**src/rtl/pwm_uart_reporter.sv**
```systemverilog
// Multi-channel PWM pulse-width meter: each captured width is reported as an
// ASCII line "<ch>:<hex>\r\n" over one shared 8N1 UART transmitter.
module pwm_uart_reporter #(
  parameter int NUM_CH        = 2,
  parameter int COUNTER_WIDTH = 24,
  parameter int CLK_FREQ_HZ   = 50_000_000,
  parameter int BAUD_RATE     = 115200,
  parameter int MEASURE_HIGH  = 0
) (
  input  logic              clk,
  input  logic              reset,
  input  logic [NUM_CH-1:0] pwm_in_i,
  input  logic              enable_i,
  output logic              uart_tx_o,
  output logic              busy_o,
  output logic [NUM_CH-1:0] overflow_o
);

  localparam int CLKS_PER_BIT = CLK_FREQ_HZ / BAUD_RATE;
  localparam int NIB          = COUNTER_WIDTH / 4;
  localparam int LINE_LEN     = NIB + 4;
  localparam int BAUD_W       = $clog2(CLKS_PER_BIT);
  localparam int BYTE_W       = $clog2(LINE_LEN);
  localparam int CH_W         = (NUM_CH > 1) ? $clog2(NUM_CH) : 1;
  localparam logic ACT        = (MEASURE_HIGH != 0);
  localparam logic [COUNTER_WIDTH-1:0] SAT = '1;

  typedef enum logic [1:0] {IDLE, START, DATA, STOP} state_t;

  function automatic logic [7:0] hex_char(input logic [3:0] nib);
    return (nib < 4'd10) ? (8'h30 + {4'd0, nib}) : (8'h37 + {4'd0, nib});
  endfunction

  logic [NUM_CH-1:0]        sync_p0, sync_p1, act_p2, seen, pend;
  logic [NUM_CH-1:0]        act, entry, cap_fire, load_ch;
  logic [COUNTER_WIDTH-1:0] cnt     [NUM_CH];
  logic [COUNTER_WIDTH-1:0] cap_val [NUM_CH];
  logic [COUNTER_WIDTH-1:0] load_val;
  logic [CH_W-1:0]          last_ch, sel_ch, idx;
  logic                     sel_vld, load, baud_done;
  state_t                   state;
  logic [BAUD_W-1:0]        baud;
  logic [2:0]               bit_idx;
  logic [BYTE_W-1:0]        byte_idx;
  logic [7:0]               line_buf [LINE_LEN];

  assign act      = ACT ? sync_p1 : ~sync_p1;
  assign entry    = act & ~act_p2;
  assign cap_fire = ~act & act_p2 & seen & {NUM_CH{enable_i}};

  // Stage p0/p1: synchroniser; p2: previous active level for edge detection.
  // Synchronisers start at the active level so a pin idling at reset release
  // looks like an exit, which is ignored until a real entry has been seen.
  always_ff @(posedge clk) begin
    if (reset) begin
      sync_p0    <= {NUM_CH{ACT}};
      sync_p1    <= {NUM_CH{ACT}};
      act_p2     <= '1;
      seen       <= '0;
      pend       <= '0;
      overflow_o <= '0;
      for (int n = 0; n < NUM_CH; n++) cnt[n] <= '0;
    end else begin
      sync_p0 <= pwm_in_i;
      sync_p1 <= sync_p0;
      act_p2  <= act;
      for (int n = 0; n < NUM_CH; n++) begin
        if (entry[n]) begin
          cnt[n]  <= COUNTER_WIDTH'(1);
          seen[n] <= 1'b1;
        end else if (act[n] && seen[n] && cnt[n] != SAT) begin
          cnt[n] <= cnt[n] + COUNTER_WIDTH'(1);
          if (cnt[n] == SAT - COUNTER_WIDTH'(1)) overflow_o[n] <= 1'b1;
        end
        // A same-cycle load still sends the old value, so nothing is lost there.
        if (cap_fire[n]) begin
          pend[n] <= 1'b1;
          if (pend[n] && !load_ch[n]) overflow_o[n] <= 1'b1;
        end else if (load_ch[n]) begin
          pend[n] <= 1'b0;
        end
      end
    end
  end

  always_ff @(posedge clk) begin
    for (int n = 0; n < NUM_CH; n++)
      if (cap_fire[n]) cap_val[n] <= cnt[n];
  end

  // Round-robin: the lowest offset after the last served channel wins.
  always_comb begin
    sel_vld = 1'b0;
    sel_ch  = '0;
    idx     = '0;
    for (int i = NUM_CH; i >= 1; i--) begin
      idx = CH_W'((int'(last_ch) + i) % NUM_CH);
      if (pend[idx]) begin
        sel_vld = 1'b1;
        sel_ch  = idx;
      end
    end
  end

  assign load     = (state == IDLE) && sel_vld;
  assign load_val = cap_val[sel_ch];

  always_comb begin
    load_ch = '0;
    if (load) load_ch[sel_ch] = 1'b1;
  end

  // Line buffer: the whole ASCII line is encoded in the load cycle.
  always_ff @(posedge clk) begin
    if (load) begin
      line_buf[0] <= 8'h30 + 8'(sel_ch);
      line_buf[1] <= 8'h3A;
      for (int k = 0; k < NIB; k++)
        line_buf[2+k] <= hex_char(load_val[COUNTER_WIDTH-1-4*k -: 4]);
      line_buf[LINE_LEN-2] <= 8'h0D;
      line_buf[LINE_LEN-1] <= 8'h0A;
    end
  end

  assign baud_done = (baud == BAUD_W'(CLKS_PER_BIT - 1));

  // Serializer: tx is registered from the state, so it trails the state by one cycle.
  always_ff @(posedge clk) begin
    if (reset) begin
      state     <= IDLE;
      baud      <= '0;
      bit_idx   <= '0;
      byte_idx  <= '0;
      last_ch   <= CH_W'(NUM_CH - 1);
      uart_tx_o <= 1'b1;
      busy_o    <= 1'b0;
    end else begin
      busy_o <= (state != IDLE) || load;
      case (state)
        IDLE: begin
          uart_tx_o <= 1'b1;
          if (load) begin
            state    <= START;
            baud     <= '0;
            bit_idx  <= '0;
            byte_idx <= '0;
            last_ch  <= sel_ch;
          end
        end
        START: begin
          uart_tx_o <= 1'b0;
          if (baud_done) begin
            state <= DATA;
            baud  <= '0;
          end else baud <= baud + BAUD_W'(1);
        end
        DATA: begin
          uart_tx_o <= line_buf[byte_idx][bit_idx];
          if (baud_done) begin
            baud <= '0;
            if (bit_idx == 3'd7) begin
              state   <= STOP;
              bit_idx <= '0;
            end else bit_idx <= bit_idx + 3'd1;
          end else baud <= baud + BAUD_W'(1);
        end
        STOP: begin
          uart_tx_o <= 1'b1;
          if (baud_done) begin
            baud <= '0;
            if (byte_idx == BYTE_W'(LINE_LEN - 1)) begin
              state    <= IDLE;
              byte_idx <= '0;
            end else begin
              state    <= START;
              byte_idx <= byte_idx + BYTE_W'(1);
            end
          end else baud <= baud + BAUD_W'(1);
        end
        default: state <= IDLE;
      endcase
    end
  end

endmodule

```
**config.mk**
```make
export PLATFORM = sky130hd
export DESIGN_NAME = pwm_uart_reporter
export DESIGN_NICKNAME = d
export VERILOG_FILES = /design/src/rtl/pwm_uart_reporter.sv
export SDC_FILE = /design/constraint.sdc
export NUM_CORES = 1
export LEC_CHECK = 0
export ABC_CLOCK_PERIOD_IN_PS = 4470
export CAP_MARGIN = 20
export CORE_ASPECT_RATIO = 0.9
export CORE_UTILIZATION = 55
export CTS_CLUSTER_DIAMETER = 50
export CTS_CLUSTER_SIZE = 16
export DETAILED_ROUTE_END_ITERATION = 16
export PLACE_DENSITY = 0.71
export SYNTH_ARGS = -nofsm -noshare
export SYNTH_HDL_FRONTEND = slang
export SYNTH_SLANG_ARGS = --single-unit
```
**constraint.sdc**
```tcl
create_clock -name clk -period 4.47 [get_ports clk]
set_clock_uncertainty 0.2 [all_clocks]
set_input_delay 1.341 -clock clk [delete_from_list [all_inputs] [get_ports clk]]
set_output_delay 1.341 -clock clk [all_outputs]
set_load 0.02 [all_outputs]
```
==> summary.txt <==
Outcome
  • Status: complete, no violations

Power and ir drop
  • Switching part of the total power: 22.2%
  • Areal power density over the cells: 383 nW/um^2
  • Peak supply drop: 289 uV
  • Pleak: roughly 3.1 nW
  • Net Switching: approximately 0.8 mW
  • Part of the total power dissipated in sequential elements: 51.8%
  • Portion of total power attributed to the clock network: around 43%
  • Total chip power: between 3 and 4 mW
  • Combinational share of power: 5.6%
  • Pint: 2.79 mW

Floorplan
  • Number of placement rows: 42
  • Starting density of the core: 57.1%
  • Die Area: 16,000 um^2
  • Die Y-Extent: 120 um
  • Die outline width: 133 um
  • Area inside the core boundary: 14,900 um^2
  • Io pins: 9

STA
  • Final setup TNS: 0 ns
  • Max-slew violation count: 0
  • Setup violation total in the final timing report: 0
  • Setup slack after layout: around 1.2 ns
  • Normalized max-slew margin: between 20 and 30%
  • Final critical delay including setup and external delays: 3.24 ns
  • Transition at the pin with the smallest max-transition slack: 1.07 ns
  • Post-route fraction of the period consumed by the critical path: around 72%
  • Maximum clock frequency: 0.309 GHz
  • Unrepaired setup endpoints after global routing: false
  • Fin Hold WS: 0.256 ns
  • Number of hold violations in the final report: 0

CTS
  • Clock root buffer: sky130_fd_sc_hd__clkbuf_16
  • Clock H-tree levels: 4
  • Post-CTS Setup Repair Bufs: 0
  • Gates resized, CTS repair: 0
  • Num Clock Sinks: 176
  • Number of buffers between clock root and the deepest sink: 2
  • Number of buffers created by CTS: 17
  • # hold bufs at CTS: 0
  • CTS tree: built
  • Clock transition at the registers of the reported paths: 0.06 ns
  • Clock latency reported for the late side of the worst-skew pair: 0.44 ns

GRT
  • Via count of the first global-routing pass: 5,223
  • Largest net degree at the start of global routing: 44
  • Gr ovfl total: 0
  • Number of antenna violations at the first check in global routing: 0
  • Global-route wire length before repair: 27.2 mm
  • GRT Total Usage: 22.5%

Drt
  • Average vias per placed instance: 5.79
  • Drt wl/cell: 18.2 um
  • Initial DRC Count: 372
  • Residual DRC: 0
  • Via Count: 5,281
  • Pre-Repair DR Iteration Count: 5
  • Routed Antenna Nets: 0
  • Detailed-route wire length: 16.6 mm

Yosys
  • Synthesized area per cell: about 12 um^2
  • Total standard cell area after synthesis: approximately 8500 um^2
  • Fraction of the yosys area taken by sequential cells: 57.6%
  • Gate count of the mapped netlist: between 600 and 700
  • Synth Register Bits: 176
  • EDFF count, synth: 139
  • YS warnings: 0
  • Synth async-reset ratio: 0%
  • Net count after synthesis: 715
  • Number of distinct library cells after synthesis: between 70 and 80
  • Ys flop type: sky130_fd_sc_hd__edfxtp_1

Finish
  • Non-filler cells in the finished layout: 912
  • Number of filler instances in the final layout: 1,154
  • Multi-input gate area in the final layout: 3380 um^2
  • Leading cell type in the layout, fill and taps excluded: sky130_fd_sc_hd__edfxtp_1
  • Layout Cell Area excl Fill: 9350 um^2
  • Net count, final: 726
  • Synthesis-to-layout area growth: 9.65%
  • Fraction of final layout cells sized beyond drive strength 1: 11.3%
  • Most frequent cells in the layout: sky130_fd_sc_hd__edfxtp_1, sky130_fd_sc_hd__nor2_1, sky130_fd_sc_hd__nand2_1
  • Final core area utilization: between 60% and 70%
  • Sequential cell area: around 4900 um^2
  • Antenna Diode Count: 0

Worst setup path
  • CP required: 4.29 ns
  • Endpoint kind of the worst setup timing path: flip-flop
  • Slack of the worst reg-to-reg path: approximately 1.2 ns
  • Critical path data arrival time: a little over 3 ns
  • Critical Path Source Type: flip-flop
  • Largest driver fanout on the critical path: 24
  • Classification of the worst setup path: reg2reg

Placed design
  • Port Buf Inserts: 8
  • HPWL after DPL: 11.6 mm
  • Gp weighted congestion: ~0.9
  • Place WS: 1.04 ns
  • Cell total after placement: 879
  • Dpl cell area: 8720 um^2

Hold path
  • Min-Delay Path Class: reg2reg

Job
  • Reported max-cap violation count: 0
power by group through the flow:
| stage | logic (mW) | clock network, mW | registers [mW] |
|---|---|---|---|
| final | 0.199 | 1.53 | 1.86 |
| after global routing | 0.221 | 1.61 | 1.86 |
| after CTS | 0.198 | 1.55 | 1.85 |
| after detailed placement | 0.197 | 0 | 1.89 |
| after global placement | 0.190 | 0 | 1.89 |
| after floorplan | 0.138 | 0 | 1.88 |
cell families after synthesis:
kind of cell | synth area share, %
and+or+nand+nor | 16.1
xor gates and xnor gates | 5.13
AOI/OAI and AO/OA | 7.83
buffers and inverters | 2.98
DFF | 57.6
adders and majority gates | 2.93
muxes | 7.38
routing by layer:
| layer | track usage [%] | vias to the layer above | part of all wire [%] |
|---|---|---|---|
| li1 | - | 2570 | - |
| met1 | 29.7 | 2555 | 45 |
| met4 | 11.2 | 0 | 2.9 |
| met2 | 35.4 | 126 | 48 |
| met5 | 0 | - | 0 |
| met3 | 4.73 | 30 | 4.1 |
worst max-delay path: stages, from the launching register on:
cell                       delay [ns]
sky130_fd_sc_hd__edfxtp_1        0.49
sky130_fd_sc_hd__ha_1            0.28
sky130_fd_sc_hd__nand4_1         0.14
sky130_fd_sc_hd__nor2b_1         0.63
sky130_fd_sc_hd__a311oi_4        0.25
sky130_fd_sc_hd__or3_1           0.83
Yosys cell counts (all sizes together), types with 5 or more instances:
cell,n,area [um^2]
nand2,42,168
dfxtp,37,741
nand3b,5,37.5
o21a,6,45.0
a21o,10,75.1
mux2i,42,460
and3,12,75.1
nor4b,6,86.3
ha,20,250
xnor2,17,149
xor2,33,289
nor3,10,55.1
a311oi,5,61.3
inv,17,63.8
a21oi,36,180
nor2,89,334
and4,5,43.8
o21ai,9,56.3
nor2b,11,68.8
a31oi,5,31.3
nor3b,6,50.1
mux2,9,101
edfxtp,139,4170
clkbuf,6,23.8
nand3,25,143
nand4,18,128
buf,15,166
nand2b,16,103
path summary, 6_finish.rpt:
kind,from,endpoint,depth (start not counted)
worst min-delay path,sync_p0[0],sync_p1[0],1
worst max register to register,cnt[1][0],cnt[1][3],5
worst min register to register,sync_p0[0],sync_p1[0],1
worst max-delay path,cnt[1][0],cnt[1][3],5
cell type report:
cell class	count	area share (%)
clock buffer	20	4.88
clock inverter	12	1.69
inverter	17	0.682
multi-input combinational	476	36.2
sequential	176	52.6
tap	198	2.65
timing repair buffer	13	1.39
registers in the layout, indices dropped and copies added, names as in the netlist, named ones only:
name        flops
state           2
byte_idx        4
sync_p1         2
seen            2
busy_o          1
act_p2          2
pend            2
line_buf       43
sync_p0         2
cap_val        48
overflow_o      2
baud            9
bit_idx         3
uart_tx_o       1
last_ch         1
cnt            48
Power figures use the tool's default switching activity.
==> patch 1, RTL diff (same flow settings) <==
Compare `byte_idx` against `BYTE_W'(LINE_LEN - 1)` with >= in place of ==.
--- a/src/rtl/pwm_uart_reporter.sv
+++ b/src/rtl/pwm_uart_reporter.sv
@@ -168,7 +168,7 @@
           uart_tx_o <= 1'b1;
           if (baud_done) begin
             baud <= '0;
-            if (byte_idx == BYTE_W'(LINE_LEN - 1)) begin
+            if (byte_idx >= BYTE_W'(LINE_LEN - 1)) begin
               state    <= IDLE;
               byte_idx <= '0;
             end else begin
Formal check against the unedited RTL: same outputs for any inputs over 10 cycles, from zero or initial values and one cycle with reset high; that may be too few to reach the edited logic, so the function may still have changed.
==> patch 1 against the unedited design <==
- routed wire length is 4.2% lower
- worst hold slack worse by 0.035 ns
- design area is 1.7% lower
- final cell count is 2.6% lower
- setup slack better by 0.065 ns
- power is 2.0% lower
- sequential cell count stayed put
- area after synthesis is 2.5% lower
- count of clock-buffer cells in the layout is 4 higher
==> patch 1: results (changes against the unedited design) <==
- Final #Nets: 704 (-3.0%)
- Longest Clk Path Bufs: 2 (unchanged)
- Routed len/inst: 17.9 um (-1.6%)
- Largest net degree at the start of global routing: 44 (unchanged)
- Final WL: 15900 um (-4.2%)
- Initial antenna violation count: 0 (unchanged)
- Setup bufs post-CTS: 0 (unchanged)
- Final setup fails: 0 (unchanged)
- R2R Setup Slk: 1.37 ns (+0.14 ns)
- Net Count, Synth: 694 (-2.9%)
- DR iter-0 viols: 417 (+12%)
- Status: complete, no violations
- # fillers: 1159 (+0.43%)
- Critical Path AT: 3.01 ns (-0.05 ns)
- CP peak stage delay: 0.91 ns (+0.08 ns)
- DR pass1 iterations: 4 (-1)
- Crit Path Max Fanout: 24 (unchanged)
- GPL Wtd Cong: 0.850 (-2.8%)
- First-pass GRT wire length: 25500 um (-6.4%)
- Largest delay share family, worst path: simple AND/OR/NAND/NOR gates
- TritonCTS Buffers: 17 (unchanged)
- Synth cell count leaders: 139 x edfxtp_1, 87 x nor2_1, 44 x xor2_1
- Synth async-reset ratio: 0% (unchanged)
- Worst skew pair latency: 0.43 ns
- Layout cells sized above 1: 10.0% (-1.3 points)
- Inst Count DP: 856 (-2.6%)
- Final HPWL DP: 11300 um (-2.6%)
- Port bufs: 8 (unchanged)
- Critical path class: primary input to flop
- Total track usage: 21.5% (-1.0 points)
- Number of synthesized flops with an enable pin: 139 (unchanged)
- Antenna diodes: 0 (unchanged)
- Worst vdd ir: 0.275 mV (-4.7%)
- Worst setup startpoint: reset
- Via/cell ratio: 5.79 (about the same)
- CP endpoint: cnt[0][9]
- Htree depth: 4 (unchanged)
- R2r worst-path depth: 5 (unchanged)
- Worst reg2reg endpoint: cnt[1][22]
- Clock Pin Slew Worst Setup and Hold Paths: 0.06 ns (about the same)
- Synth unique cells: 65 (-11%)
- Seq/Total Area, Yosys: 59.1% (+1.5 points)
- Mean Syn Cell Area: 12.5 um2 (+0.87%)
- Vias in the first global route: 4841 (-7.3%)
- P_leak: 3.09 nW (+0.33%)
- CTS resizes: 0 (unchanged)
- Tightest Hold Check Type: flop to flop
- Top post-synthesis cells by area: edfxtp_1 50%, dfxtp_1 8.9%, xor2_1 4.6%, nor2_1 3.9%, mux2i_1 3.9%
- Worst-margin pin slew: 1.06 ns (-0.00130 ns)
- Yosys warnings: 0 (unchanged)
- Slowest stage cell, crit path: or3_1
- Largest registers: cap_val x48, cnt x48, line_buf x43
## patch 1: cell count changes after synthesis, moves of 6 or more
cell,unedited run,this run
buf_2,0,8
and4_1,5,13
and3_1,12,6
xor2_1,33,44
a21oi_1,36,28
buf_6,12,2
## patch 1: worst min-delay path by stage
stage,startpoint,to,depth (start not counted)
global placement,sync_p1[1],act_p2[1],1
detailed placement,sync_p1[1],act_p2[1],1
finish,sync_p1[1],act_p2[1],1
floorplan,sync_p1[1],act_p2[1],1
CTS,sync_p1[1],act_p2[1],1
global route,sync_p1[1],act_p2[1],1
## patch 1: report_power, final
part | internal [mW] | switching [mW] | total [mW]
clock network | 0.880 | 0.613 | 1.49
logic | 0.0628 | 0.103 | 0.166
registers | 1.80 | 0.0491 | 1.85
## patch 1: worst reg2reg max path: stages, from the launching register on
cell      delay, ns
edfxtp_1       0.51
ha_1           0.27
nand3_1        0.16
nor2_1         0.55
a31oi_1        0.24
or3_1          0.76
## patch 1: kinds of logic (layout without fill, tap and decap cells)
family                   after synthesis  count (layout)  share of synthesized area, %
buffers and inverters                 37              60                          2.15
AO/OA/AOI/OAI                         76              76                          6.14
XOR/XNOR                              58              58                          6.11
flip-flops                           176             176                          59.1
adder cells (fa/ha/maj)               22              22                          3.31
AND/OR/NAND/NOR                      246             246                          15.6
multiplexers                          52              52                          7.55
## patch 1: final cells by class
type | count | share of cell area, %
inverters | 14 | 0.572
well taps | 198 | 2.69
multi-input cells | 454 | 35.2
flip-flops and latches | 176 | 53.5
clock inverters | 8 | 0.653
repair buffers | 14 | 1.36
clock buffers | 24 | 6.06
## patch 1: through the flow
stage | worst slack (ns) | area (um2) | hold WS, ns | util [%] | power [mW]
2_1_floorplan | 1.39 | 8320 | 0.187 | - | 1.99
3_3_place_gp | 0.963 | 8580 | 0.199 | 58.3 | 2.04
3_5_place_dp | 0.891 | 8580 | 0.203 | 58.3 | 2.05
4_1_cts | 1.34 | 9190 | 0.220 | 62.5 | 3.53
5_1_grt | 1.19 | 9190 | 0.234 | 62.5 | 3.61
6_report | 1.30 | 9190 | 0.221 | 62.5 | 3.51
## patch 1: layer usage
| layer | track usage, % | vias to the layer above | wire (um) |
|---|---|---|---|
| met5 | 0 | - | 0 |
| met4 | 8.43 | 0 | 348 |
| met3 | 4.85 | 20 | 670 |
| met2 | 33.3 | 100 | 7530 |
| met1 | 29.5 | 2521 | 7350 |
| li1 | - | 2500 | - |
==> patch 2, RTL diff (same settings) <==
Without the edit above. Change the parameter `BAUD_RATE` from 115200 to 57600.
--- a/src/rtl/pwm_uart_reporter.sv
+++ b/src/rtl/pwm_uart_reporter.sv
@@ -4,7 +4,7 @@
   parameter int NUM_CH        = 2,
   parameter int COUNTER_WIDTH = 24,
   parameter int CLK_FREQ_HZ   = 50_000_000,
-  parameter int BAUD_RATE     = 115200,
+  parameter int BAUD_RATE     = 57600,
   parameter int MEASURE_HIGH  = 0
 ) (
   input  logic              clk,
Check against the original RTL: same outputs for any inputs over 10 cycles, from zero or initial values and one cycle with reset high; that may be too few to reach the edited logic, so the function may still have changed.
==> patch 2 against the unedited design <==
- non-clock buffer count rose by 1
- utilization rose by 0.23 points
- sequential cell count grew 1
- global-route usage grew 0.12 points
- critical endpoint is now cnt[0][21]
- routed wire length grew 1.3%
- final cell count grew 1.1%
- largest power group unchanged
- setup slack got worse by 0.14 ns
- design area shrank 0.33%
- area after synthesis decreased by 1.2%
- power fell by 2.3%
==> patch 2: results (changes against the unedited design) <==
- Status: complete, no violations
- Hold_ws: 0.238 ns (-0.0178 ns)
- Crit Path Max Fanout: 23 (-4.2%)
- First-pass GRT wire length: 27300 um (+0.31%)
- GPL Wtd Cong: 0.897 (+2.7%)
- Net Count, Synth: 724 (+1.3%)
- Final #Nets: 735 (+1.2%)
- Vias in the first global route: 5220 (-0.057%)
- Slowest stage cell, crit path: clkdlybuf4s50_1
- Layout cells sized above 1: 8.56% (-2.8 points)
- CP peak stage delay: 0.81 ns (-0.02 ns)
- Initial antenna violation count: 0 (unchanged)
- GRT met3 Usage: 5.36% (+0.63 points)
- Vias: 5358 (+1.5%)
- R2r worst-path depth: 6 (+1)
- M1 GR Usage: 29.9% (+0.21 points)
- Final HPWL DP: 11900 um (+2.6%)
- Inst Count DP: 888 (+1.0%)
- P_leak: 3.06 nW (-0.41%)
- Worst vdd ir: 0.253 mV (-13%)
- Mapped Cells: 700 (+1.4%)
- Synth unique cells: 63 (-14%)
- Largest net degree at the start of global routing: 44 (unchanged)
- Worst-margin pin slew: 1.01 ns (-0.0534 ns)
- Final WL: 16800 um (+1.3%)
- Synth top area share: 49.5% (+0.60 points)
- Largest delay share family, worst path: buffers and inverters
- DR iter-0 viols: 493 (+33%)
- R2R Setup Slk: 1.68 ns (+0.45 ns)
- Worst reg2reg endpoint: cnt[1][2]
- Setup slack at placement: 0.603 ns (-0.437 ns)
- Critical Path AT: 3.32 ns (+0.26 ns)
- M2 GR Usage: 36.7% (+1.3 points)
- Routed len/inst: 18.3 um (+0.23%)
- Total track usage: 22.7% (+0.12 points)
## patch 2: cell type report
type | count | area, um2
Sequential cell | 177 | 4930
Tap cell | 198 | 248
Clock inverter | 12 | 148
Timing Repair Buffer | 14 | 158
Clock buffer | 20 | 447
Fill cell | 1154 | 5500
Inverter | 14 | 52.6
Multi-Input combinational cell | 487 | 3330
## patch 2: how the worst max path moves through the flow
stage / start / slack [ns] / depth (start not counted) / to
6_report: reset / 1.10 / 4 / cnt[0][21]
5_1_grt: reset / 0.96 / 4 / cnt[0][13]
4_1_cts: reset / 1.07 / 4 / cnt[0][21]
3_5_place_dp: reset / 0.60 / 4 / cnt[0][21]
3_3_place_gp: reset / 0.74 / 4 / cnt[0][19]
2_1_floorplan: state[1] / 0.93 / 4 / line_buf[0][0]
## patch 2: routing by layer
metal	up-vias	part of all wire [%]
li1	2615	-
met1	2593	45
met2	128	48
met3	22	5.0
met4	0	1.6
met5	-	0
## patch 2: worst reg2reg max path, cell delays in order (launching register included)
cell and delay (ns):
edfxtp_1 0.45, ha_1 0.27, nand3_1 0.13, nor4_2 0.54
a211oi_2 0.20, nand2_1 0.59, nor2_1 0.13
## patch 2: cells by family (layout without fill, tap and decap cells)
group                      count (synthesis)  in the layout  share of synthesized area (%)
DFF                                      177            177                           58.6
buffers and inverters                     36             60                           2.09
AOI/OAI and AO/OA                         92             92                           7.22
muxes                                     55             55                           7.22
xor gates and xnor gates                  52             52                           5.41
adders and majority gates                 19             19                           2.82
and+or+nand+nor                          269            269                           16.7
## patch 2: report_power, final
| group | internal, mW | switching (mW) |
|---|---|---|
| logic | 0.0554 | 0.0837 |
| clock network | 0.854 | 0.647 |
| registers | 1.81 | 0.0521 |
